[config.mk]
export PLATFORM = sky130hd
export DESIGN_NAME = fetch_ctrl
export DESIGN_NICKNAME = d
export VERILOG_FILES = /design/src/rtl/fetch_pkg.sv /design/src/rtl/sat_counter.sv /design/src/rtl/fetch_ctrl.sv
export SDC_FILE = /design/constraint.sdc
export NUM_CORES = 1
export LEC_CHECK = 0
export BUFFER_PORTS_ARGS = -buffer_cell sky130_fd_sc_hd__buf_2
export CORE_UTILIZATION = 40
export DETAILED_ROUTE_END_ITERATION = 12
export PLACE_DENSITY_LB_ADDON = 0.05
export SLEW_MARGIN = 20
export SYNTH_ARGS = -nofsm -noshare
export SYNTH_HDL_FRONTEND = slang
export SYNTH_SLANG_ARGS = --single-unit
[constraint.sdc]
create_clock -name clk -period 2.1 [get_ports clk]
set_input_delay 0.105 -clock clk [delete_from_list [all_inputs] [get_ports clk]]
set_output_delay 0.105 -clock clk [all_outputs]
set_load 0.005 [all_outputs]
[src/rtl/fetch_pkg.sv]
// Shared types and constants for the instruction-fetch controller.
package fetch_pkg;
  localparam logic [31:0] TRAP_VEC_DEF = 32'h0000_0100;

  typedef enum logic [1:0] {
    ST_BOOT  = 2'd0,
    ST_FETCH = 2'd1,
    ST_REDIR = 2'd2
  } fstate_e;

  typedef struct packed {
    logic [31:0] pc_next;
    logic        en;
    logic        imem_req;
    logic        flush_d;
    logic        flush_e;
  } fetch_out_t;
endpackage

[src/rtl/sat_counter.sv]
// Up-counter that sticks at all-ones instead of wrapping.
module sat_counter #(
  parameter int W = 16
) (
  input  logic         clk,
  input  logic         rst_n,
  input  logic         inc,
  input  logic         clear,
  output logic [W-1:0] cnt
);
  logic [W-1:0] cnt_q;

  always_ff @(posedge clk or negedge rst_n) begin
    if (!rst_n)                    cnt_q <= '0;
    else if (clear)                cnt_q <= '0;
    else if (inc && cnt_q != '1)   cnt_q <= cnt_q + 1'b1;
  end

  assign cnt = cnt_q;
endmodule

[src/rtl/fetch_ctrl.sv]
// Fetch-stage PC controller: picks the next PC, gates the PC register and
// holds a redirect target while instruction memory is not ready.
module fetch_ctrl
  import fetch_pkg::*;
#(
  parameter logic [31:0] TRAP_VEC = TRAP_VEC_DEF,
  parameter int          CNT_W    = 16
) (
  input  logic             clk,
  input  logic             reset_n,
  input  logic [31:0]      PCF,
  input  logic [31:0]      PCPlus4F,
  input  logic             StallF,
  input  logic             PCSrcE,
  input  logic [31:0]      PCTargetE,
  input  logic             TrapReq,
  input  logic             IMemReady,
  output logic [31:0]      PCNextF,
  output logic             EN,
  output logic             IMemReq,
  output logic             FlushD,
  output logic             FlushE,
  output logic [CNT_W-1:0] RedirCnt
);
  fstate_e     state_q, state_d;
  logic [31:0] pend_q, pend_d;
  fetch_out_t  out;
  logic        redir_acc;

  always_ff @(posedge clk or negedge reset_n) begin
    if (!reset_n) begin
      state_q <= ST_BOOT;
      pend_q  <= '0;
    end else begin
      state_q <= state_d;
      pend_q  <= pend_d;
    end
  end

  always_comb begin
    state_d     = state_q;
    pend_d      = pend_q;
    out         = '0;
    out.pc_next = PCPlus4F;
    redir_acc   = 1'b0;
    case (state_q)
      ST_BOOT: state_d = ST_FETCH;
      ST_FETCH: begin
        out.imem_req = 1'b1;
        if (TrapReq || PCSrcE) begin
          out.pc_next = TrapReq ? TRAP_VEC : PCTargetE;
          out.flush_d = 1'b1;
          out.flush_e = 1'b1;
          out.en      = IMemReady;
          redir_acc   = 1'b1;
          if (!IMemReady) begin
            pend_d  = out.pc_next;
            state_d = ST_REDIR;
          end
        end else if (!StallF) begin
          out.en = IMemReady;
        end
      end
      ST_REDIR: begin
        // Branch/stall inputs here belong to wrong-path instructions.
        out.imem_req = 1'b1;
        out.flush_d  = 1'b1;
        if (TrapReq) begin
          pend_d      = TRAP_VEC;
          out.flush_e = 1'b1;
          redir_acc   = 1'b1;
        end
        out.pc_next = pend_d;
        out.en      = IMemReady;
        if (IMemReady) state_d = ST_FETCH;
      end
      default: state_d = ST_BOOT;
    endcase
  end

  sat_counter #(.W(CNT_W)) u_redir_cnt (
    .clk   (clk),
    .rst_n (reset_n),
    .inc   (redir_acc),
    .clear (1'b0),
    .cnt   (RedirCnt)
  );

  assign PCNextF = out.pc_next;
  assign EN      = out.en;
  assign IMemReq = out.imem_req;
  assign FlushD  = out.flush_d;
  assign FlushE  = out.flush_e;

`ifndef SYNTHESIS
  // The PC register must present a consistent PC / PC+4 pair.
  a_pc_plus4: assert property (@(posedge clk) disable iff (!reset_n)
    PCPlus4F == PCF + 32'd4);
`endif
endmodule

# ---- Word-level counts from Yosys, hierarchy flattened
# Cells that the tools add are included.
dict set report word_totals {
  output_inout_bits 52
  regBits 50
  input_bits 102
}
dict set report classes {
  add_sub_neg 1
  muxes 17
  reduce_logical 6
  eq_ne 6
}
# op n
set op_table {}
lappend op_table {{$mux 32} 5}
lappend op_table {{$pmux 36 s2} 1}
lappend op_table {{$pmux 32 s2} 1}
lappend op_table {{$add 16x1->16 const B} 1}
lappend op_table {{$ne 16x16->1 const B} 1}
lappend op_table {{$mux 2} 4}
lappend op_table {{$ne 2x2->1 const B} 3}
lappend op_table {{$pmux 2 s3} 1}
lappend op_table {{$reduce_and 3->1} 2}
lappend op_table {{$mux 1} 4}
lappend op_table {{$eq 2x1->1 const B} 1}
lappend op_table {{$eq 2x2->1 const B} 1}
lappend op_table {{$logic_not 2->1} 1}
lappend op_table {{$pmux 1 s2} 1}
lappend op_table {{$reduce_bool 2->1} 1}
lappend op_table {{$logic_and 1x1->1} 1}
lappend op_table {{$logic_or 1x1->1} 1}

# ---- Depth between registers and ports, before layout
dict set report depth {
  word_depth 4
  mapped_depth 9
  depth_no_buf 7
}

# ---- Modules after synthesis
# Synthesis repeated with hierarchy kept, for this count alone.
dict set report unflattened {
  hier_cells 287
  hier_area_um2 3017.9
}
# mod instances area_each_um2 cells_per_inst seq_area_each_um2
set modules_own_cells {}
lappend modules_own_cells {fetch_ctrl 1 2075.7 189 850.8}
lappend modules_own_cells {sat_counter 1 942.2 98 400.4}

# ---- Least setup slack after synthesis
# No wires, ideal clock.
dict set report synth_path {
  path_kind {reg-to-reg}
  startpoint {register state_q[0]}
  endpoint {register u_redir_cnt.cnt_q[12] (netlist: u_redir_cnt.cnt[12])}
  arrival_ps 1760
  slack_ps 216
  n_path_buf 0
  synth_period_minus_slack_ps 1884
  path_stages_with_launch 7
  required_ps 1975
  setup_ps 125
  path_cell_list {dfrtp_1 inv_1 ha_1 o211ai_1 and2_1 nor4_1 mux2_2}
}
dict set report synth_via {
  elab_chain_cells 3
}
# item line_no
set synth_rtl {}
lappend synth_rtl {{from (decl)} fetch_ctrl.sv:25} ;# fstate_e state_q, state_d;
lappend synth_rtl {{from (signal assigned)} fetch_ctrl.sv:35} ;# state_q <= state_d;
lappend synth_rtl {{$eq 2x2->1 or $eq 2x1->1 (tied branches)} fetch_ctrl.sv:46} ;# case (state_q)
lappend synth_rtl {{$pmux 1 s2 (*)} fetch_ctrl.sv:46}
lappend synth_rtl {{$logic_and 1x1->1 (*)} sat_counter.sv:16} ;# else if (inc && cnt_q != '1) cnt_q <= cnt_q + 1'b1;
lappend synth_rtl {{to (signal assigned)} sat_counter.sv:16}
lappend synth_rtl {{to (decl)} sat_counter.sv:11} ;# logic [W-1:0] cnt_q;
# Mark *: on every way between the ends. The rest lies on a longest branch, timed or not.
# A chain may end at the register's enable or synchronous reset.

# ---- Final worst setup path
dict set report layout_path {
  startpoint {register state_q[0]}
  endpoint {output port FlushE}
}
dict set report layout_via {
  elab_chain_cells 2
}
# item line_no
set layout_rtl {}
lappend layout_rtl {{$eq 2x2->1 or $eq 2x1->1 (tied branches)} fetch_ctrl.sv:46}
lappend layout_rtl {{$pmux 36 s2 (*)} fetch_ctrl.sv:46}
lappend layout_rtl {{to (decl)} fetch_ctrl.sv:22} ;# output logic FlushE,
# Marks and branches as above.

==> impl_metrics.env <==
export IMPL_yosys_top_cells_area="dfrtp_1 (38%), or4b_1 (9.1%), o2bb2ai_1 (8.3%)"
export IMPL_syn_avg_cell_area_um2=9.116
export IMPL_utilization_pct=54.08
export IMPL_max_freq_mhz=488.5
export IMPL_rows=32
export IMPL_routedWlPerCell_um=16.14
export IMPL_synth_edf_count=0
export IMPL_maxUsedRoutingLayer="met4"
export IMPL_synthMostInstantiatedCell="nand2_1"
export IMPL_hold_violations=0
export IMPL_fin_skew_ns=0.005094
export IMPL_synthArstFlopShare_pct=100.0
export IMPL_insertion_delay_ns=0.31
export IMPL_clkTransAtPathRegs_ns=0.10
export IMPL_htreeDepth=2
export IMPL_dieArea_um2=8571
export IMPL_grt_pass1_wl_mm=14.60
export IMPL_design_area_um2=4244
export IMPL_area_growth_pct=29.32
export IMPL_die_h_um=92.58
export IMPL_die_x_um=92.58
export IMPL_ys_types=45
export IMPL_slew_violations=0
export IMPL_start_util_pct=41.82
export IMPL_detail_route_vias_per_cell=5.576
export IMPL_finalSetupViolCount=0
export IMPL_crit_path_end_kind="primary output"
export IMPL_synth_common_cells="nand2_1 (68), dfrtp_1 (50), nand3_1 (35), a22oi_1 (31), o2bb2ai_1 (31)"
export IMPL_synth_net_count=469
export IMPL_p_per_area_nw_per_um2=1282
export IMPL_cp_arrival_ns=1.94
export IMPL_dr_wl_met3_um=517
export IMPL_instances_no_fill=585
export IMPL_place_congestion=0.8331
export IMPL_numCtsBuffers=5
export IMPL_yosysWarningCount=0
export IMPL_path_max_fanout=7
export IMPL_num_io_pins=154
export IMPL_grt_max_degree=64
export IMPL_port_buffers=121
export IMPL_clockBufferDepth=2
export IMPL_core_area_um2=7848
export IMPL_grt_usage_pct=21.29
export IMPL_synth_top_area_cell="dfrtp_1"
export IMPL_slew_limit_headroom_pct=55.16
export IMPL_grt_pass1_vias=3045
export IMPL_hpwl_mm=5.919
export IMPL_yosysSeqAreaShare_pct=38.12
export IMPL_drc_errors=0
export IMPL_worstPathRequired_ns=2.00
export IMPL_status="completed"
export IMPL_synth_top_flop_cell="dfrtp_1"
export IMPL_grt_overflow_total=0
export IMPL_ff2ff_setup_slack_ns=0.06
export IMPL_placedInstanceArea_um2=4048
export IMPL_clock_sinks=50
export IMPL_ys_ff_latch=50
export IMPL_drt_wl_total_mm=9.440
export IMPL_wirelength_met1_mm=4.535
export IMPL_vias=3262
export IMPL_post_route_period_util_pct=97.48
export IMPL_dp_cells=572
export IMPL_met2WireLength_mm=4.271
export IMPL_max_cap_viol_count=0
export IMPL_antenna_found_initial=0
export IMPL_fin_crit_ns=2.047
export IMPL_first_pass_iters=5
export IMPL_final_layout_size_suffix_gt1_share_pct=34.99
export IMPL_synth_top_area_share_pct=38.12
export IMPL_drt_initial_drc_count=194
export IMPL_diodes=0
export IMPL_crit_type="flop to primary output"
export IMPL_worstMarginPinSlew_ns=0.6726
export IMPL_synth_area_um2=3282
export IMPL_netlist_instances=360
export IMPL_nets=591
export IMPL_cts_tree="yes"
export IMPL_ir_drop_mv=0.9445
export IMPL_worstHoldPathType="input port to flop"
export IMPL_ant_nets=0
export IMPL_critPathLaunchType="flop"
export IMPL_cts_root_buffer="clkbuf_8"
export IMPL_leakagePower_nw=2.047
export IMPL_rsz0062_at_grt="true"
-- sequential cells by signal (all words and copies together), names as in the netlist --
register / cells
u_redir_cnt.cnt: 16
pend_q: 32
state_q: 2
-- repair_timing --
item	CTS	global route
setup endpoints to repair	1	67
gates resized for setup	1	5
buffers inserted	0	2
pin swaps	0	2
gates cloned	0	2
endpoints found under the hold margin	21	0
hold buffers	1	0
-- per-stage QoR --
| stage | TNS (ns) | power [mW] | setup WS (ns) | hold WS, ns |
|---|---|---|---|---|
| global route | -0.1777 | 5.909 | -0.06087 | 0.06928 |
| global placement | 0 | 4.553 | 0.09332 | 0.1217 |
| floorplan | 0 | 3.449 | 0.2157 | -0.1906 |
| CTS | 0 | 5.320 | 0.05016 | 0.04317 |
| finish | 0 | 5.439 | 0.05293 | 0.04966 |
| detailed placement | 0 | 4.599 | 0.06519 | 0.1191 |
-- power by group --
group	leakage [nW]	total, mW	switching (mW)	internal [mW]
clock	0.0585	0.713	0.355	0.358
combinational	1.35	3.18	1.75	1.43
sequential	0.640	1.55	0.270	1.28
-- layer usage --
layer | vias to the layer above | GRT usage [%]
met4 | 0 | 6.120
li1 | 1597 | -
met3 | 10 | 3.530
met5 | - | 0
met1 | 1547 | 29.19
met2 | 108 | 34.51
-- cell type report --
class | instances | area, um^2
multi-input combinational | 274 | 1903
tap | 102 | 127.6
inverter | 7 | 26.28
clock buffer | 5 | 68.82
fill | 774 | 3603
clock inverter | 3 | 43.79
timing repair buffer | 144 | 823.3
sequential | 50 | 1251
-- layout by cell type, fill, tap and decap left out, drive strengths merged, types with 2 or more instances in the layout --
cell and instances:
a22oi 31, and2 2, buf 142, clkbuf 6
dfrtp 50, ha 7, inv 8, mux2 3
nand2 68, nand2b 3, nand3 35, nand4 5
nor2 5, nor2b 5, nor3 6, nor4 8
o21a 2, o21ai 3, o2bb2ai 31, o31a 2
or4b 30, xnor2 4, xor2 10
-- worst paths after layout --
check,from,end,depth (start not counted)
max,state_q[0],FlushE,7
min,PCTargetE[27],pend_q[27],3
max reg2reg,state_q[0],u_redir_cnt.cnt[9],7
min reg2reg,u_redir_cnt.cnt[6],u_redir_cnt.cnt[6],1
max in group asynchronous,reset_n,pend_q[16],3
min in group asynchronous,reset_n,pend_q[4],2
-- worst max-delay path, stage by stage, from the launching register on --
cell	delay, ns
dfrtp_1	0.42
inv_1	0.11
ha_2	0.39
nand3_1	0.07
and2_2	0.25
buf_4	0.17
inv_1	0.10
buf_2	0.12
-- kinds of logic (layout without fill, tap and decap cells) --
group                    after synthesis  in the layout  synth area share, %
buffers and inverters                 37            159                5.070
AO/OA/AOI/OAI                         75             76                18.53
flip-flops                            50             50                38.12
AND/OR/NAND/NOR                      173            173                30.54
XOR/XNOR                              14             14                3.736
multiplexers                           4              4                1.334
adder cells (fa/ha/maj)                7              7                2.669
No activity file was read; power rests on OpenSTA's default activity.
